--- config.mk ---
export PLATFORM = sky130hd
export DESIGN_NAME = input_route_buffer_flat
export DESIGN_NICKNAME = d
export VERILOG_FILES = /design/src/rtl/input_route_buffer_if.sv /design/src/rtl/input_route_buffer.sv /design/src/flat_wrapper.sv
export SDC_FILE = /design/constraint.sdc
export NUM_CORES = 1
export LEC_CHECK = 0
export ABC_AREA = 1
export BUFFER_PORTS_ARGS = -buffer_cell sky130_fd_sc_hd__clkbuf_2
export CORE_ASPECT_RATIO = 1.2
export CORE_MARGIN = 1
export CORE_UTILIZATION = 35
export DETAILED_ROUTE_END_ITERATION = 10
export PLACE_DENSITY = 0.5
export SYNTH_ARGS = -nofsm -noshare
export SYNTH_HDL_FRONTEND = slang
export SYNTH_SLANG_ARGS = --single-unit
--- constraint.sdc ---
create_clock -name clk -period 2.7 [get_ports clk]
set_input_delay 0.27 -clock clk [delete_from_list [all_inputs] [get_ports clk]]
set_output_delay 0.27 -clock clk [all_outputs]
set_load 0.05 [all_outputs]
--- src/rtl/input_route_buffer_if.sv ---
// Handshake/bus bundle between an upstream flit source, one input_route_buffer,
// and the unicast arbiter.
//   valid_in/data_in : upstream flit offer
//   full/overflow    : backpressure and sticky drop flag
//   label/data_out   : one-hot route request and head flit to the arbiter
//   ready            : arbiter consumes the head
//   count            : buffer occupancy
// master: the upstream/arbiter side; slave: the buffer itself.
interface input_route_buffer_if #(
    parameter int unsigned DATASIZE = 30,
    parameter int unsigned WIDTH    = 2
);
    logic                valid_in;
    logic [DATASIZE-1:0] data_in;
    logic                full;
    logic [4:0]          label;
    logic [DATASIZE-1:0] data_out;
    logic                ready;
    logic                overflow;
    logic [WIDTH:0]      count;

    modport master (
        output valid_in, data_in, ready,
        input  full, label, data_out, overflow, count
    );

    modport slave (
        input  valid_in, data_in, ready,
        output full, label, data_out, overflow, count
    );
endinterface

--- src/rtl/input_route_buffer.sv ---
// Per-input-port stage in front of the unicast arbiter of a 5-port mesh router.
// Buffers single-flit packets in a DEPTH-entry first-word-fall-through FIFO,
// XY-routes the head flit and presents a one-hot label ([4]=W [3]=N [2]=E
// [1]=S [0]=L) plus the head data. The head is popped when ready is high.
// Ports:
//   clk   : clock, rising edge
//   rst_n : asynchronous active-low reset
//   bus   : input_route_buffer_if slave (valid_in, data_in, full, label,
//           data_out, ready, overflow, count)
module input_route_buffer #(
    parameter int unsigned DEPTH     = 4,  // must equal 2**WIDTH
    parameter int unsigned WIDTH     = 2,
    parameter int unsigned DATASIZE  = 30,
    parameter int unsigned router_ID = 6,
    parameter int unsigned MESH_X    = 4,
    parameter int unsigned ID_BITS   = 4
) (
    input logic                 clk,
    input logic                 rst_n,
    input_route_buffer_if.slave bus
);

    localparam int unsigned    CurX      = router_ID % MESH_X;
    localparam int unsigned    CurY      = router_ID / MESH_X;
    localparam logic [WIDTH:0] CountFull = (WIDTH + 1)'(DEPTH);

    localparam logic [4:0] LabelW = 5'b10000;
    localparam logic [4:0] LabelN = 5'b01000;
    localparam logic [4:0] LabelE = 5'b00100;
    localparam logic [4:0] LabelS = 5'b00010;
    localparam logic [4:0] LabelL = 5'b00001;

    logic [DATASIZE-1:0] mem_q [DEPTH];

    logic [WIDTH-1:0] wr_ptr_q, wr_ptr_d;
    logic [WIDTH-1:0] rd_ptr_q, rd_ptr_d;
    logic [WIDTH:0]   count_q, count_d;
    logic             overflow_q, overflow_d;

    logic                full;
    logic                empty;
    logic                push;
    logic                pop;
    logic [DATASIZE-1:0] head;
    logic [ID_BITS-1:0]  dest;
    int unsigned         dx;
    int unsigned         dy;
    logic [4:0]          label;

    // full comes from the register only, so a pop this cycle does not admit a push.
    assign full  = (count_q == CountFull);
    assign empty = (count_q == '0);
    assign push  = bus.valid_in & ~full;
    // The arbiter holds ready high for an empty buffer; that must not pop.
    assign pop   = bus.ready & ~empty;

    always_comb begin
        wr_ptr_d   = wr_ptr_q;
        rd_ptr_d   = rd_ptr_q;
        count_d    = count_q;
        overflow_d = overflow_q | (bus.valid_in & full);

        // Pointers wrap naturally because DEPTH == 2**WIDTH.
        if (push) wr_ptr_d = wr_ptr_q + 1'b1;
        if (pop)  rd_ptr_d = rd_ptr_q + 1'b1;

        unique case ({push, pop})
            2'b10:   count_d = count_q + 1'b1;
            2'b01:   count_d = count_q - 1'b1;
            default: count_d = count_q;
        endcase
    end

    always_ff @(posedge clk or negedge rst_n) begin
        if (!rst_n) begin
            wr_ptr_q   <= '0;
            rd_ptr_q   <= '0;
            count_q    <= '0;
            overflow_q <= 1'b0;
        end else begin
            wr_ptr_q   <= wr_ptr_d;
            rd_ptr_q   <= rd_ptr_d;
            count_q    <= count_d;
            overflow_q <= overflow_d;
        end
    end

    // Storage is deliberately not reset; occupancy alone qualifies it.
    always_ff @(posedge clk) begin
        if (push) mem_q[wr_ptr_q] <= bus.data_in;
    end

    // XY routing: resolve X first, then Y, otherwise deliver locally.
    always_comb begin
        head  = empty ? '0 : mem_q[rd_ptr_q];
        dest  = head[DATASIZE-1 -: ID_BITS];
        dx    = int'(dest) % MESH_X;
        dy    = int'(dest) / MESH_X;
        label = '0;
        if (!empty) begin
            if (dx > CurX)      label = LabelE;
            else if (dx < CurX) label = LabelW;
            else if (dy < CurY) label = LabelN;
            else if (dy > CurY) label = LabelS;
            else                label = LabelL;
        end
    end

    assign bus.full     = full;
    assign bus.label    = label;
    assign bus.data_out = head;
    assign bus.overflow = overflow_q;
    assign bus.count    = count_q;

endmodule

--- src/flat_wrapper.sv ---
// flat-port wrapper written by rule: the top's interface ports become plain ports
module input_route_buffer_flat 
#(
    parameter int unsigned DEPTH     = 4,                        
    parameter int unsigned WIDTH     = 2,
    parameter int unsigned DATASIZE  = 30,
    parameter int unsigned router_ID = 6,
    parameter int unsigned MESH_X    = 4,
    parameter int unsigned ID_BITS   = 4
)
  (clk, rst_n, bus_valid_in, bus_data_in, bus_ready, bus_full, bus_label, bus_data_out, bus_overflow, bus_count);
  input_route_buffer_if #(.DATASIZE(DATASIZE), .WIDTH(WIDTH)) bus_i ();
  input logic clk;
  input logic rst_n;
  input wire logic [$bits(bus_i.valid_in)-1:0] bus_valid_in;
  input wire logic [$bits(bus_i.data_in)-1:0] bus_data_in;
  input wire logic [$bits(bus_i.ready)-1:0] bus_ready;
  output wire logic [$bits(bus_i.full)-1:0] bus_full;
  output wire logic [$bits(bus_i.label)-1:0] bus_label;
  output wire logic [$bits(bus_i.data_out)-1:0] bus_data_out;
  output wire logic [$bits(bus_i.overflow)-1:0] bus_overflow;
  output wire logic [$bits(bus_i.count)-1:0] bus_count;
  assign bus_i.valid_in = bus_valid_in;
  assign bus_i.data_in = bus_data_in;
  assign bus_i.ready = bus_ready;
  assign bus_full = bus_i.full;
  assign bus_label = bus_i.label;
  assign bus_data_out = bus_i.data_out;
  assign bus_overflow = bus_i.overflow;
  assign bus_count = bus_i.count;
  input_route_buffer #(.DEPTH(DEPTH), .WIDTH(WIDTH), .DATASIZE(DATASIZE), .router_ID(router_ID), .MESH_X(MESH_X), .ID_BITS(ID_BITS)) u_core (.clk(clk), .rst_n(rst_n), .bus(bus_i));
endmodule
==> impl_summary.log <==
INFO  metric outcome = finished clean
INFO  metric final_layout_size_suffix_gt1_share = 23.3%
INFO  metric grt_pass1_wl = 17300 um
INFO  metric synth_top_cell_area_share = 69.8%
INFO  metric slew_headroom = 60.2%
INFO  metric yosys_warnings = 0
INFO  metric cts-buffers-inserted = 17
INFO  metric drtAntennaViolNets = 0
INFO  metric crit_start = u_core.rd_ptr_q[0]
INFO  metric timing.final.setup_violations = 0
INFO  metric design.final.nets = 535
INFO  metric clock_path_buffers = 2
INFO  metric largest_net_degree_at_the_start_of_global_routing = 62
INFO  metric rsz_0062_raised_after_global_routing = no
INFO  metric grt_antenna_before_repair = 0
INFO  metric clock_net_sink_count = 128
INFO  metric ports_placed_on_the_boundary = 74
INFO  metric r2r.worst_path.cells = 10
INFO  metric clock_latency_late_sink = 410 ps
INFO  metric post-cts-setup-buffers = 0
INFO  metric end_point_of_the_critical_path = bus_label[1]
INFO  metric num_antenna_cells = 0
INFO  metric number_of_enable_flip_flop_cells_after_synthesis = 120
INFO  metric synth-async-reset-ratio = 6.25%
INFO  metric worstPathRequired = 2430 ps
INFO  metric r2r-start = u_core.bus.count[0]
INFO  metric timing.hold.worst.class = primary input to flop
INFO  metric syn_to_final_growth = 23.0%
INFO  metric drv.max_cap_violation_count = 0
INFO  metric timing.final.crit_period = 2390 ps
INFO  metric gp_congestion = 0.686
INFO  metric path_delay_family = buffers and inverters
INFO  metric globalRouteOverflowTotal = 0
INFO  metric criticalPathCategory = flop to output port
INFO  metric sequential_area_share_after_synthesis = 73.6%
INFO  metric crit_top_cell = nand2_1
INFO  metric netlist_top_cells_area = edfxtp_1 70%, nor2_1 8.4%, dfrtp_1 3.9%
INFO  metric grt_pass1_vias = 3233
INFO  metric setup.worst_path.end_class = output port
INFO  metric numPortBuffers = 73
INFO  metric drt_pre_antenna_iters = 4
INFO  metric synth_area_leader_cell = edfxtp_1
INFO  metric post_synth_instance_area = 5170 um^2
INFO  metric final-hold-violation-count = 0
INFO  metric critical_path_buf_inv_count = 3
INFO  metric final.fill_count = 1367
INFO  metric clock_transition_at_the_registers_of_the_reported_paths = 50 ps
INFO  metric num_vias = 3284
INFO  metric setup-tns-final = 0 ps
INFO  metric synth_most_common_cell = edfxtp_1
INFO  metric number_of_pins_with_negative_max_slew_slack_in_the_final_report = 0
INFO  metric synth-seq-cells = 128
INFO  metric placementRows = 48
INFO  metric cts-hold-fix-buffers = 1
INFO  metric drc = 0
INFO  metric register_area = 3800 um^2
INFO  metric dieArea = 15300 um^2
INFO  metric multi_input_comb_area = 1190 um^2
INFO  metric viasPerCell = 4.82
INFO  metric worstSetupStartpointType = flop
INFO  metric worst-r2r-setup-slack = 800 ps
INFO  metric timing.clock.skew = 5.31 ps
INFO  metric critPathArrivalTime = 2120 ps
INFO  metric timing_worst_slew_pin_value = 596 ps
INFO  metric cts-resized-gates = 0
INFO  metric cts_root_buf = clkbuf_16
INFO  metric rr_endpoint = u_core.bus.count[2]
INFO  metric ctsHtreeMaxLevel = 4
INFO  metric detailed_placer_s_ending_hpwl = 6170 um
INFO  metric drt_first_iter_violations = 200
INFO  metric timing.critical_path.cells = inv_4 -> nand2_1 -> nand3_1 -> nand3_2 -> inv_1 -> nand2_1 -> nor2_1 -> clkbuf_2
INFO  metric routedWlPerCell = 15.8 um
INFO  metric routed_wirelength = 10700 um
INFO  metric synth_area_per_cell = 12.4 um^2
INFO  metric ys_types = 24
INFO  metric tritoncts = done
INFO  metric timing.final.crit_share = 88.6%
INFO  metric predominant_post_synthesis_flop_cell = edfxtp_1
INFO  metric critical-path-slowest-cell = dfrtp_2
INFO  metric fp.dieH = 135 um
INFO  metric core_area = 14400 um^2
INFO  metric stages_on_worst_setup_path = 8
INFO  metric globalRouteTotalUtil = 15.6%
INFO  metric syn_inst = 415
INFO  metric fp.dieW = 113 um
INFO  metric initial_standard_cell_utilization_of_the_core = 35.8%
INFO  metric synthTopCellsByCount = 120 x edfxtp_1, 116 x nor2_1, 40 x o21ai_0
INFO  metric synthesis.nets = 455
INFO  metric timing.fmax = 418 MHz
INFO  metric cp_slowest_stage_delay = 430 ps
INFO  metric timing.critical_path.fanout_max = 61
-- cell usage in the layout, fill, tap and decap left out --
cell,Yosys,final
edfxtp_1,120,120
nor2_1,116,112
clkbuf_2,0,69
o21ai_0,40,40
a21oi_1,29,29
nand2_1,23,23
clkbuf_16,0,17
inv_1,15,15
o21ai_1,14,14
nand3_1,9,9
buf_12,0,7
dfrtp_1,8,7
buf_4,2,6
ha_1,5,5
nor2_4,0,4
clkinv_1,0,4
clkinv_2,0,4
clkbuf_1,8,4
xor2_1,3,3
nand3_2,2,2
nor3_2,2,2
bufinv_16,0,2
inv_4,1,1
inv_2,1,1
nand2_2,1,1
nor2_2,1,1
a21o_1,1,1
xnor2_1,1,1
fa_1,1,1
dlygate4sd3_1,0,1
dfrtp_2,0,1
-- per-layer routing --
metal,GRT usage [%],up-vias,part of all wire [%]
met1,18.8,1570,43
met2,26.2,90,50
met3,3.99,13,4.9
met5,0,-,0
met4,7.68,0,1.9
li1,-,1611,-
-- registers in the layout, indices dropped and copies added (netlist names) --
register,count
u_core.mem_q,120
u_core.bus.count,3
u_core.rd_ptr_q,2
u_core.wr_ptr_q,2
u_core.bus.overflow,1
-- cells by family after synthesis --
logic type               Yosys count  synth area share (%)
XOR/XNOR                           4                 0.678
AND/OR/NAND/NOR                  154                  12.0
AO/OA/AOI/OAI                     84                  8.19
flip-flops                       128                  73.6
buffers and inverters             39                  3.92
adder cells (fa/ha/maj)            6                  1.60
-- final cells by class --
cell class | count | share of cell area, %
well taps | 175 | 3.44
clock buffers | 21 | 6.93
clock inverters | 10 | 1.50
flip-flops and latches | 128 | 59.9
inverters | 17 | 1.04
repair buffers | 83 | 8.50
multi-input cells | 248 | 18.7
-- stage by stage --
stage / setup WS (ps) / hold slack (ps) / utilization, % / cell area (um^2) / std cells
4_1_cts: 234 / 60.1 / 44.1 / 6360 / 682
2_1_floorplan: -109 / -25.6 / - / 5170 / 415
3_3_place_gp: 726 / 133 / 40.3 / 5810 / 650
3_5_place_dp: 683 / 139 / 40.3 / 5810 / 650
5_1_grt: 52.6 / 68.4 / 44.1 / 6360 / 682
6_report: 307 / 81.2 / 44.1 / 6360 / 682
-- worst register-to-register path: stages, from the launching register on --
cell	delay [ps]
dfrtp_1	380
inv_1	100
nand3_1	150
nand2_1	90
inv_1	80
ha_1	140
inv_1	60
fa_1	380
a21oi_1	140
o21ai_0	110
xor2_1	150
-- worst min path at each step --
| stage | cells after the start | to | slack (ps) | from |
|---|---|---|---|---|
| 2_1_floorplan | 0 | u_core.bus.count[0] | -30 | rst_n |
| 3_3_place_gp | 1 | u_core.bus.count[1] | 130 | rst_n |
| 3_5_place_dp | 1 | u_core.bus.count[1] | 140 | rst_n |
| 4_1_cts | 1 | u_core.mem_q[3][1] | 60 | bus_data_in[1] |
| 5_1_grt | 1 | u_core.mem_q[1][24] | 70 | bus_data_in[24] |
| 6_report | 1 | u_core.mem_q[2][1] | 80 | bus_data_in[1] |
Power is not shown: default switching activity piles up to over one toggle a cycle in this logic, so the estimate is an artifact.
